[config.mk]
export PLATFORM = sky130hd
export DESIGN_NAME = vga_sync_decoder
export DESIGN_NICKNAME = d
export VERILOG_FILES = /design/src/rtl/vga_sync_decoder.sv
export SDC_FILE = /design/constraint.sdc
export NUM_CORES = 1
export LEC_CHECK = 0
export ABC_AREA = 1
export CAP_MARGIN = 5
export CORE_AREA = 2 2 112 114
export CTS_CLUSTER_DIAMETER = 150
export DETAILED_ROUTE_END_ITERATION = 8
export DIE_AREA = 0 0 114 116
export GPL_ROUTABILITY_DRIVEN = 0
export PLACE_DENSITY = 0.82
export RECOVER_POWER = 50
export SLEW_MARGIN = 15
export SYNTH_ARGS = -nofsm -noshare
export SYNTH_HDL_FRONTEND = slang
export SYNTH_SLANG_ARGS = --single-unit
[constraint.sdc]
create_clock -name Clock -period 3.5 [get_ports Clock]
set_clock_uncertainty 0.15 [all_clocks]
set_input_delay 0.7 -clock Clock [delete_from_list [all_inputs] [get_ports Clock]]
set_output_delay 0.7 -clock Clock [all_outputs]
set_load 0.05 [all_outputs]
[src/rtl/vga_sync_decoder.sv]
// VGA receive-side decoder: recovers pixel coordinates, line/frame timing and lock from HSYNC/VSYNC/BLANK/RGB.
// Optional frame CRC-16-CCITT over the pixel MSBs is built when VGA_DECODER_CRC_EN is defined.
`timescale 1ns/1ps

module vga_sync_decoder #(
  parameter int unsigned H_ACTIVE    = 640,
  parameter int unsigned V_ACTIVE    = 480,
  parameter int unsigned LOCK_FRAMES = 2
) (
  input  logic        Clock,
  input  logic        Reset,
  input  logic        iVGA_H_SYNC,
  input  logic        iVGA_V_SYNC,
  input  logic        iVGA_BLANK,
  input  logic [9:0]  iVGA_R,
  input  logic [9:0]  iVGA_G,
  input  logic [9:0]  iVGA_B,
  output logic        oPixel_valid,
  output logic [9:0]  oCoord_X,
  output logic [9:0]  oCoord_Y,
  output logic [9:0]  oRed,
  output logic [9:0]  oGreen,
  output logic [9:0]  oBlue,
  output logic [11:0] oLine_period,
  output logic [10:0] oLines_per_frame,
  output logic        oLocked,
  output logic        oError,
  output logic [15:0] oFrame_crc
);

  typedef enum logic [1:0] {
    SEARCH = 2'd0,
    TRACK  = 2'd1,
    LOCKED = 2'd2
  } state_e;

  localparam logic [11:0] H_MAX  = 12'hFFF;
  localparam logic [10:0] L_MAX  = 11'h7FF;
  localparam logic [9:0]  XY_MAX = 10'h3FF;
  localparam logic [9:0]  X_LAST = 10'(H_ACTIVE - 1);
  localparam logic [9:0]  Y_GOOD = 10'(V_ACTIVE);
  localparam logic [3:0]  LOCK_N = 4'(LOCK_FRAMES);

  // Stage 1: input samples and their previous values for edge detection
  logic       hs_q, vs_q, blank_q;
  logic       hs_prev_q, vs_prev_q, blank_prev_q;
  logic [9:0] r_q, g_q, b_q;

  // Timing trackers
  logic [11:0] h_cnt_q, h_cnt_d;
  logic [10:0] line_cnt_q, line_cnt_d;
  logic [9:0]  x_q, x_d;
  logic [9:0]  y_q, y_d;
  logic        line_seen_q, line_seen_d;
  logic        frame_bad_q, frame_bad_d;
  state_e      state_q, state_d;
  logic [3:0]  good_q, good_d;

  // Stage 2: registered outputs
  logic        valid_q;
  logic [9:0]  red_q, green_q, blue_q;
  logic [11:0] period_q, period_d;
  logic [10:0] lines_q, lines_d;
  logic        locked_q, locked_d;
  logic        error_q, error_d;

  logic        hs_fall, vs_fall, blank_rise, blank_fall;
  logic [11:0] period_meas;
  logic [9:0]  y_inc;
  logic [9:0]  active_lines;
  logic        line_bad, frame_bad_now, frame_good;

  assign hs_fall    = hs_prev_q & ~hs_q;
  assign vs_fall    = vs_prev_q & ~vs_q;
  assign blank_rise = blank_q & ~blank_prev_q;
  assign blank_fall = blank_prev_q & ~blank_q;

  assign period_meas  = (h_cnt_q == H_MAX) ? H_MAX : h_cnt_q + 12'd1;
  assign y_inc        = (y_q == XY_MAX) ? XY_MAX : y_q + 10'd1;
  assign active_lines = blank_fall ? y_inc : y_q;

  // A line is bad on a saturated or changed period, or a wrong active run length.
  assign line_bad = (hs_fall && ((period_meas == H_MAX) ||
                                 (line_seen_q && (period_meas != period_q)))) ||
                    (blank_fall && (x_q != X_LAST));
  assign frame_bad_now = frame_bad_q | line_bad;
  assign frame_good    = ~frame_bad_now && (active_lines == Y_GOOD);

  // NOTE: every signal driven here gets a default first, so no path leaves one unassigned and infers a latch.
  always_comb begin
    h_cnt_d     = (h_cnt_q == H_MAX) ? H_MAX : h_cnt_q + 12'd1;
    period_d    = period_q;
    line_cnt_d  = line_cnt_q;
    lines_d     = lines_q;
    x_d         = x_q;
    y_d         = y_q;
    line_seen_d = line_seen_q;
    frame_bad_d = frame_bad_now;

    if (hs_fall) begin
      h_cnt_d     = 12'd0;
      period_d    = period_meas;
      line_cnt_d  = (line_cnt_q == L_MAX) ? L_MAX : line_cnt_q + 11'd1;
      line_seen_d = 1'b1;
    end

    if (blank_q) begin
      x_d = blank_rise ? 10'd0 : ((x_q == XY_MAX) ? XY_MAX : x_q + 10'd1);
    end

    if (blank_fall) begin
      y_d = y_inc;
    end

    // A coincident HSYNC edge becomes line 1 of the new frame.
    if (vs_fall) begin
      lines_d     = line_cnt_q;
      line_cnt_d  = hs_fall ? 11'd1 : 11'd0;
      y_d         = 10'd0;
      line_seen_d = 1'b0;
      frame_bad_d = 1'b0;
    end
  end

  always_comb begin
    state_d = state_q;
    good_d  = good_q;
    error_d = error_q;

    if (vs_fall) begin
      unique case (state_q)
        SEARCH: begin
          state_d = TRACK;
          good_d  = 4'd0;
        end
        TRACK: begin
          if (frame_good) begin
            good_d = good_q + 4'd1;
            if (good_q + 4'd1 == LOCK_N) begin
              state_d = LOCKED;
            end
          end else begin
            good_d = 4'd0;
          end
        end
        LOCKED: begin
          if (!frame_good) begin
            state_d = SEARCH;
            error_d = 1'b1;
          end
        end
        default: begin
          state_d = SEARCH;
          good_d  = 4'd0;
        end
      endcase
    end

    locked_d = (state_d == LOCKED);
  end

  // NOTE: sequential state uses non-blocking assignments so every register samples pre-edge values.
  always_ff @(posedge Clock) begin
    if (Reset) begin
      hs_q         <= 1'b0;
      vs_q         <= 1'b0;
      blank_q      <= 1'b0;
      hs_prev_q    <= 1'b0;
      vs_prev_q    <= 1'b0;
      blank_prev_q <= 1'b0;
      r_q          <= '0;
      g_q          <= '0;
      b_q          <= '0;
      h_cnt_q      <= '0;
      line_cnt_q   <= '0;
      x_q          <= '0;
      y_q          <= '0;
      line_seen_q  <= 1'b0;
      frame_bad_q  <= 1'b0;
      state_q      <= SEARCH;
      good_q       <= '0;
      valid_q      <= 1'b0;
      red_q        <= '0;
      green_q      <= '0;
      blue_q       <= '0;
      period_q     <= '0;
      lines_q      <= '0;
      locked_q     <= 1'b0;
      error_q      <= 1'b0;
    end else begin
      hs_q         <= iVGA_H_SYNC;
      vs_q         <= iVGA_V_SYNC;
      blank_q      <= iVGA_BLANK;
      hs_prev_q    <= hs_q;
      vs_prev_q    <= vs_q;
      blank_prev_q <= blank_q;
      r_q          <= iVGA_R;
      g_q          <= iVGA_G;
      b_q          <= iVGA_B;
      h_cnt_q      <= h_cnt_d;
      line_cnt_q   <= line_cnt_d;
      x_q          <= x_d;
      y_q          <= y_d;
      line_seen_q  <= line_seen_d;
      frame_bad_q  <= frame_bad_d;
      state_q      <= state_d;
      good_q       <= good_d;
      valid_q      <= blank_q;
      red_q        <= r_q;
      green_q      <= g_q;
      blue_q       <= b_q;
      period_q     <= period_d;
      lines_q      <= lines_d;
      locked_q     <= locked_d;
      error_q      <= error_d;
    end
  end

  assign oPixel_valid     = valid_q;
  assign oCoord_X         = x_q;
  assign oCoord_Y         = y_q;
  assign oRed             = red_q;
  assign oGreen           = green_q;
  assign oBlue            = blue_q;
  assign oLine_period     = period_q;
  assign oLines_per_frame = lines_q;
  assign oLocked          = locked_q;
  assign oError           = error_q;

`ifdef VGA_DECODER_CRC_EN
  // CRC-16-CCITT, six bits per valid pixel, MSB first.
  function automatic logic [15:0] crc6_step(input logic [15:0] crc_in, input logic [5:0] bits);
    logic [15:0] c;
    c = crc_in;
    for (int i = 5; i >= 0; i--) begin
      if (c[15] ^ bits[i]) c = {c[14:0], 1'b0} ^ 16'h1021;
      else                 c = {c[14:0], 1'b0};
    end
    return c;
  endfunction

  logic [15:0] crc_acc_q, crc_acc_d, crc_base;
  logic [15:0] crc_q, crc_d;

  always_comb begin
    crc_base  = vs_fall ? 16'hFFFF : crc_acc_q;
    crc_acc_d = blank_q ? crc6_step(crc_base, {r_q[9:8], g_q[9:8], b_q[9:8]}) : crc_base;
    crc_d     = vs_fall ? crc_acc_q : crc_q;
  end

  always_ff @(posedge Clock) begin
    if (Reset) begin
      crc_acc_q <= 16'hFFFF;
      crc_q     <= '0;
    end else begin
      crc_acc_q <= crc_acc_d;
      crc_q     <= crc_d;
    end
  end

  assign oFrame_crc = crc_q;
`else
  assign oFrame_crc = '0;
`endif

endmodule

==> Implementation_results.wiki <==
{| class="wikitable"
! Metric !! Value
|-
| Drt first-iter violations || 343
|-
| Area share of the largest cell type after synthesis || 0.4839
|-
| Run status || finished with violations
|-
| Min-delay worst type || register to register
|-
| Vertical extent of the die || 116 um
|-
| Final Max Tran Viols || 93
|-
| Number of antenna violations at the first check in global routing || 0
|-
| CP Data Arrival Time || 2840 ps
|-
| Violated checks || max-capacitance violations, max-slew violations
|-
| Global-route wire length before repair || 21.39 mm
|-
| Count of distinct cell types in the synthesized netlist || 38
|-
| Final WL || 12.64 mm
|-
| Top cell by count, worst path || sky130_fd_sc_hd__nand2_1
|-
| CP Capture Type || register
|-
| Clock Path Buffers || 2
|-
| Clk Latency, worst-skew pair || 420 ps
|-
| Worst hold slack after final layout || 251.2 ps
|-
| Total power draw || 3.812 mW
|-
| Total CTS buffers || 17
|-
| Crit-path max FO || 8
|-
| Syn Inst Count || 796
|-
| Synthesis-stage register bit count || 142
|-
| Total number of nets in the final design || 946
|-
| Ratio of cells with drive above 1 in the final layout || 0.05556
|-
| HPWL after detailed placement || 9.000 mm
|-
| Total Die Area || 0.01322 mm2
|-
| Growth of design area from synthesis to finish || 29.37%
|-
| Total Routing Usage GR || 0.2025
|-
| Resize count post-CTS || 0
|-
| Total of warnings raised by yosys || 0
|-
| Number of global-route vias before repair || 4,767
|-
| Antenna Cells || 0
|-
| TritonCTS clock tree || done
|-
| Detailed-router iteration count before antenna repair || 5
|-
| Area of the core || 0.01191 mm2
|-
| Final critical-path share of the clock period || 0.7920
|-
| R2r setup slk || 730 ps
|-
| Setup bufs post-CTS || 0
|-
| Global route total overflow || 0
|-
| Final Hold Fails || 0
|-
| Final routed DRC violation total || 0
|-
| Number of hold buffers added after CTS || 0
|-
| Required time at the worst-slack endpoint || 3570 ps
|-
| Max IR drop VDD || 353.3 uV
|-
| Fmax achieved || 0.3608 GHz
|-
| Count of H-tree levels built during CTS || 4
|-
| RSZ-0062 raised after global routing || false
|-
| Worst max-slew margin expressed relative to the limit || -0.1586
|-
| TNS Setup || 0 ps
|-
| Number of placed instances with taps included || 1,033
|-
| Core Rows || 40
|-
| Critical Path, Cell by Cell || ha_1, nand2_4, nor2_1, nand3_1, nand3_1, nand2_1, nor2_1, nand2_1, nor2_1, nand2_1, nand2_1, nand2_2, nand2_4, nand4_1, nand2_1, a21oi_1
|-
| Transition time of the tightest slew-check pin || 1738 ps
|-
| Slowest stage delay, CP || 410 ps
|-
| Pin count of the biggest net entering global routing || 93
|-
| Utilization after layout || 0.6380
|-
| Largest area contributor in the netlist || sky130_fd_sc_hd__dfxtp_1
|-
| Detailed-route vias per instance || 4.777
|-
| Share of the yosys chip area belonging to registers || 0.4839
|-
| Clock tree root driver cell || sky130_fd_sc_hd__clkbuf_16
|-
| Largest cells by area after synthesis || sky130_fd_sc_hd__dfxtp_1 48%, sky130_fd_sc_hd__nand2_1 9.3%, sky130_fd_sc_hd__inv_1 8.6%
|-
| Cell Count, Final, Fillers Out || 1,065
|-
| Die W || 114 um
|-
| Starting density of the core || 0.4932
|-
| # clock sinks || 142
|-
| Critical path launch point type || register
|-
| Count of boundary I/O pins || 127
|-
| Via Count || 5,087
|-
| Static leakage power || 3.262 nW
|-
| Maximum capacitance violations || 1
|-
| CTS clock-pin slew for the worst setup and hold paths || 60 ps
|-
| Final-layout fill cell count || 1,006
|-
| Total setup violations reported at the end of the flow || 0
|-
| Buffers added on ports || 110
|-
| Post-layout minimum cycle time || 2772 ps
|-
| Synth Cell Area || 0.005874 mm2
|-
| Synthesized area per cell || 7.380 um2
|-
| Number of routed nets with antenna violations || 0
|-
| Class of the most critical setup path || register to register
|-
| Crit-path slowest cell || sky130_fd_sc_hd__dfxtp_1
|-
| WL/cell || 11.87 um
|-
| Power density over cell area || 501.6 mW/mm2
|}
-- registers in the layout, summed over array words and instances, names as in the netlist --
signal and flops:
b_q 10, blank_q 1, frame_bad_q 1, g_q 10
good_q 4, h_cnt_q 12, hs_prev_q 1, hs_q 1
line_cnt_q 11, line_seen_q 1, oBlue 10, oCoord_X 10
oCoord_Y 10, oError 1, oGreen 10, oLine_period 12
oLines_per_frame 11, oLocked 1, oPixel_valid 1, oRed 10
r_q 10, state_q 2, vs_prev_q 1, vs_q 1
-- synth_stat cells (all sizes together) --
library cell	instances
xor2	16
a21oi	38
o21ai	27
nand4	19
nand3	45
nor2	139
clkbuf	19
nor4	1
xnor2	2
o211ai	2
clkinv	5
nand2	151
nor3	7
a31oi	3
ha	6
buf	17
inv	136
o2111ai	1
o21bai	2
conb	1
dfxtp	142
a21o	1
o21a	1
nand3b	5
nor3b	1
o22ai	9
-- routing by layer --
layer / share of wire / vias to the layer above / global-route usage
met4: 0.011 / 0 / 0.06260
met5: 0 / - / 0
met3: 0.094 / 12 / 0.1046
met2: 0.48 / 149 / 0.3345
met1: 0.42 / 2276 / 0.2290
li1: - / 2650 / -
-- per-stage QoR --
step / instance area [um2] / worst slack (ps)
5_1_grt: 7600 / 421.8
6_report: 7600 / 728.1
3_3_place_gp: 7015 / 994.6
2_1_floorplan: 5931 / 909.7
4_1_cts: 7619 / 882.4
3_5_place_dp: 7015 / 877.7
-- area by class of cell --
class                   count  area, um2  share of cell area
clock inverters            12      146.4             0.01926
multi-input cells         492       2338              0.3077
repair buffers            111       1100              0.1447
inverters                 141      531.8             0.06997
well taps                 147      183.9             0.02420
flip-flops and latches    142       2843              0.3741
clock buffers              20      456.7             0.06009
-- worst max-delay path, delay by kind of cell, from the launching register on --
family / cells / cell delay, ps
AND/OR/NAND/NOR: 14 / 1660
adder cells (fa/ha/maj): 1 / 290
flip-flops: 1 / 410
AO/OA/AOI/OAI: 1 / 70
-- worst paths after layout --
| path | end | depth (start not counted) | start |
|---|---|---|---|
| worst min-delay path | oGreen[2] | 2 | g_q[2] |
| worst max-delay path | state_q[0] | 16 | h_cnt_q[0] |
| worst max register to register | state_q[0] | 16 | h_cnt_q[0] |
| worst min register to register | oGreen[2] | 2 | g_q[2] |
-- logic make-up (layout without fill, tap and decap cells) --
group,after synthesis,count (layout),synth area share
XOR/XNOR,18,18,0.02684
other,1,16,0.0006384
AND/OR/NAND/NOR,368,368,0.2735
buffers and inverters,177,284,0.1250
AO/OA/AOI/OAI,84,84,0.07732
adder cells (fa/ha/maj),6,6,0.01278
flip-flops,142,142,0.4839
-- report_power, final --
part,switching [mW],total (mW),internal (mW)
clock network,0.710,1.81,1.10
logic,0.213,0.313,0.0997
registers,0.0208,1.69,1.67
total,0.944,3.81,2.87
-- cell usage in the layout, fill, tap and decap left out, types with 2 or more instances in the layout --
master	instances
sky130_fd_sc_hd__a21oi_1	38
sky130_fd_sc_hd__a31oi_1	3
sky130_fd_sc_hd__bufinv_16	2
sky130_fd_sc_hd__clkbuf_1	2
sky130_fd_sc_hd__clkbuf_16	17
sky130_fd_sc_hd__clkbuf_8	2
sky130_fd_sc_hd__clkdlybuf4s50_1	109
sky130_fd_sc_hd__clkinv_1	3
sky130_fd_sc_hd__clkinv_2	2
sky130_fd_sc_hd__clkinvlp_4	3
sky130_fd_sc_hd__conb_1	16
sky130_fd_sc_hd__dfxtp_1	142
sky130_fd_sc_hd__ha_1	6
sky130_fd_sc_hd__inv_1	134
sky130_fd_sc_hd__inv_2	2
sky130_fd_sc_hd__inv_6	5
sky130_fd_sc_hd__nand2_1	146
sky130_fd_sc_hd__nand2_2	3
sky130_fd_sc_hd__nand2_4	2
sky130_fd_sc_hd__nand3_1	43
sky130_fd_sc_hd__nand3b_1	4
sky130_fd_sc_hd__nand4_1	18
sky130_fd_sc_hd__nor2_1	134
sky130_fd_sc_hd__nor2_2	4
sky130_fd_sc_hd__nor3_1	6
sky130_fd_sc_hd__o211ai_1	2
sky130_fd_sc_hd__o21ai_0	27
sky130_fd_sc_hd__o21bai_1	2
sky130_fd_sc_hd__o22ai_1	9
sky130_fd_sc_hd__xnor2_1	2
sky130_fd_sc_hd__xor2_1	16
Power figures use the tool's default switching activity.
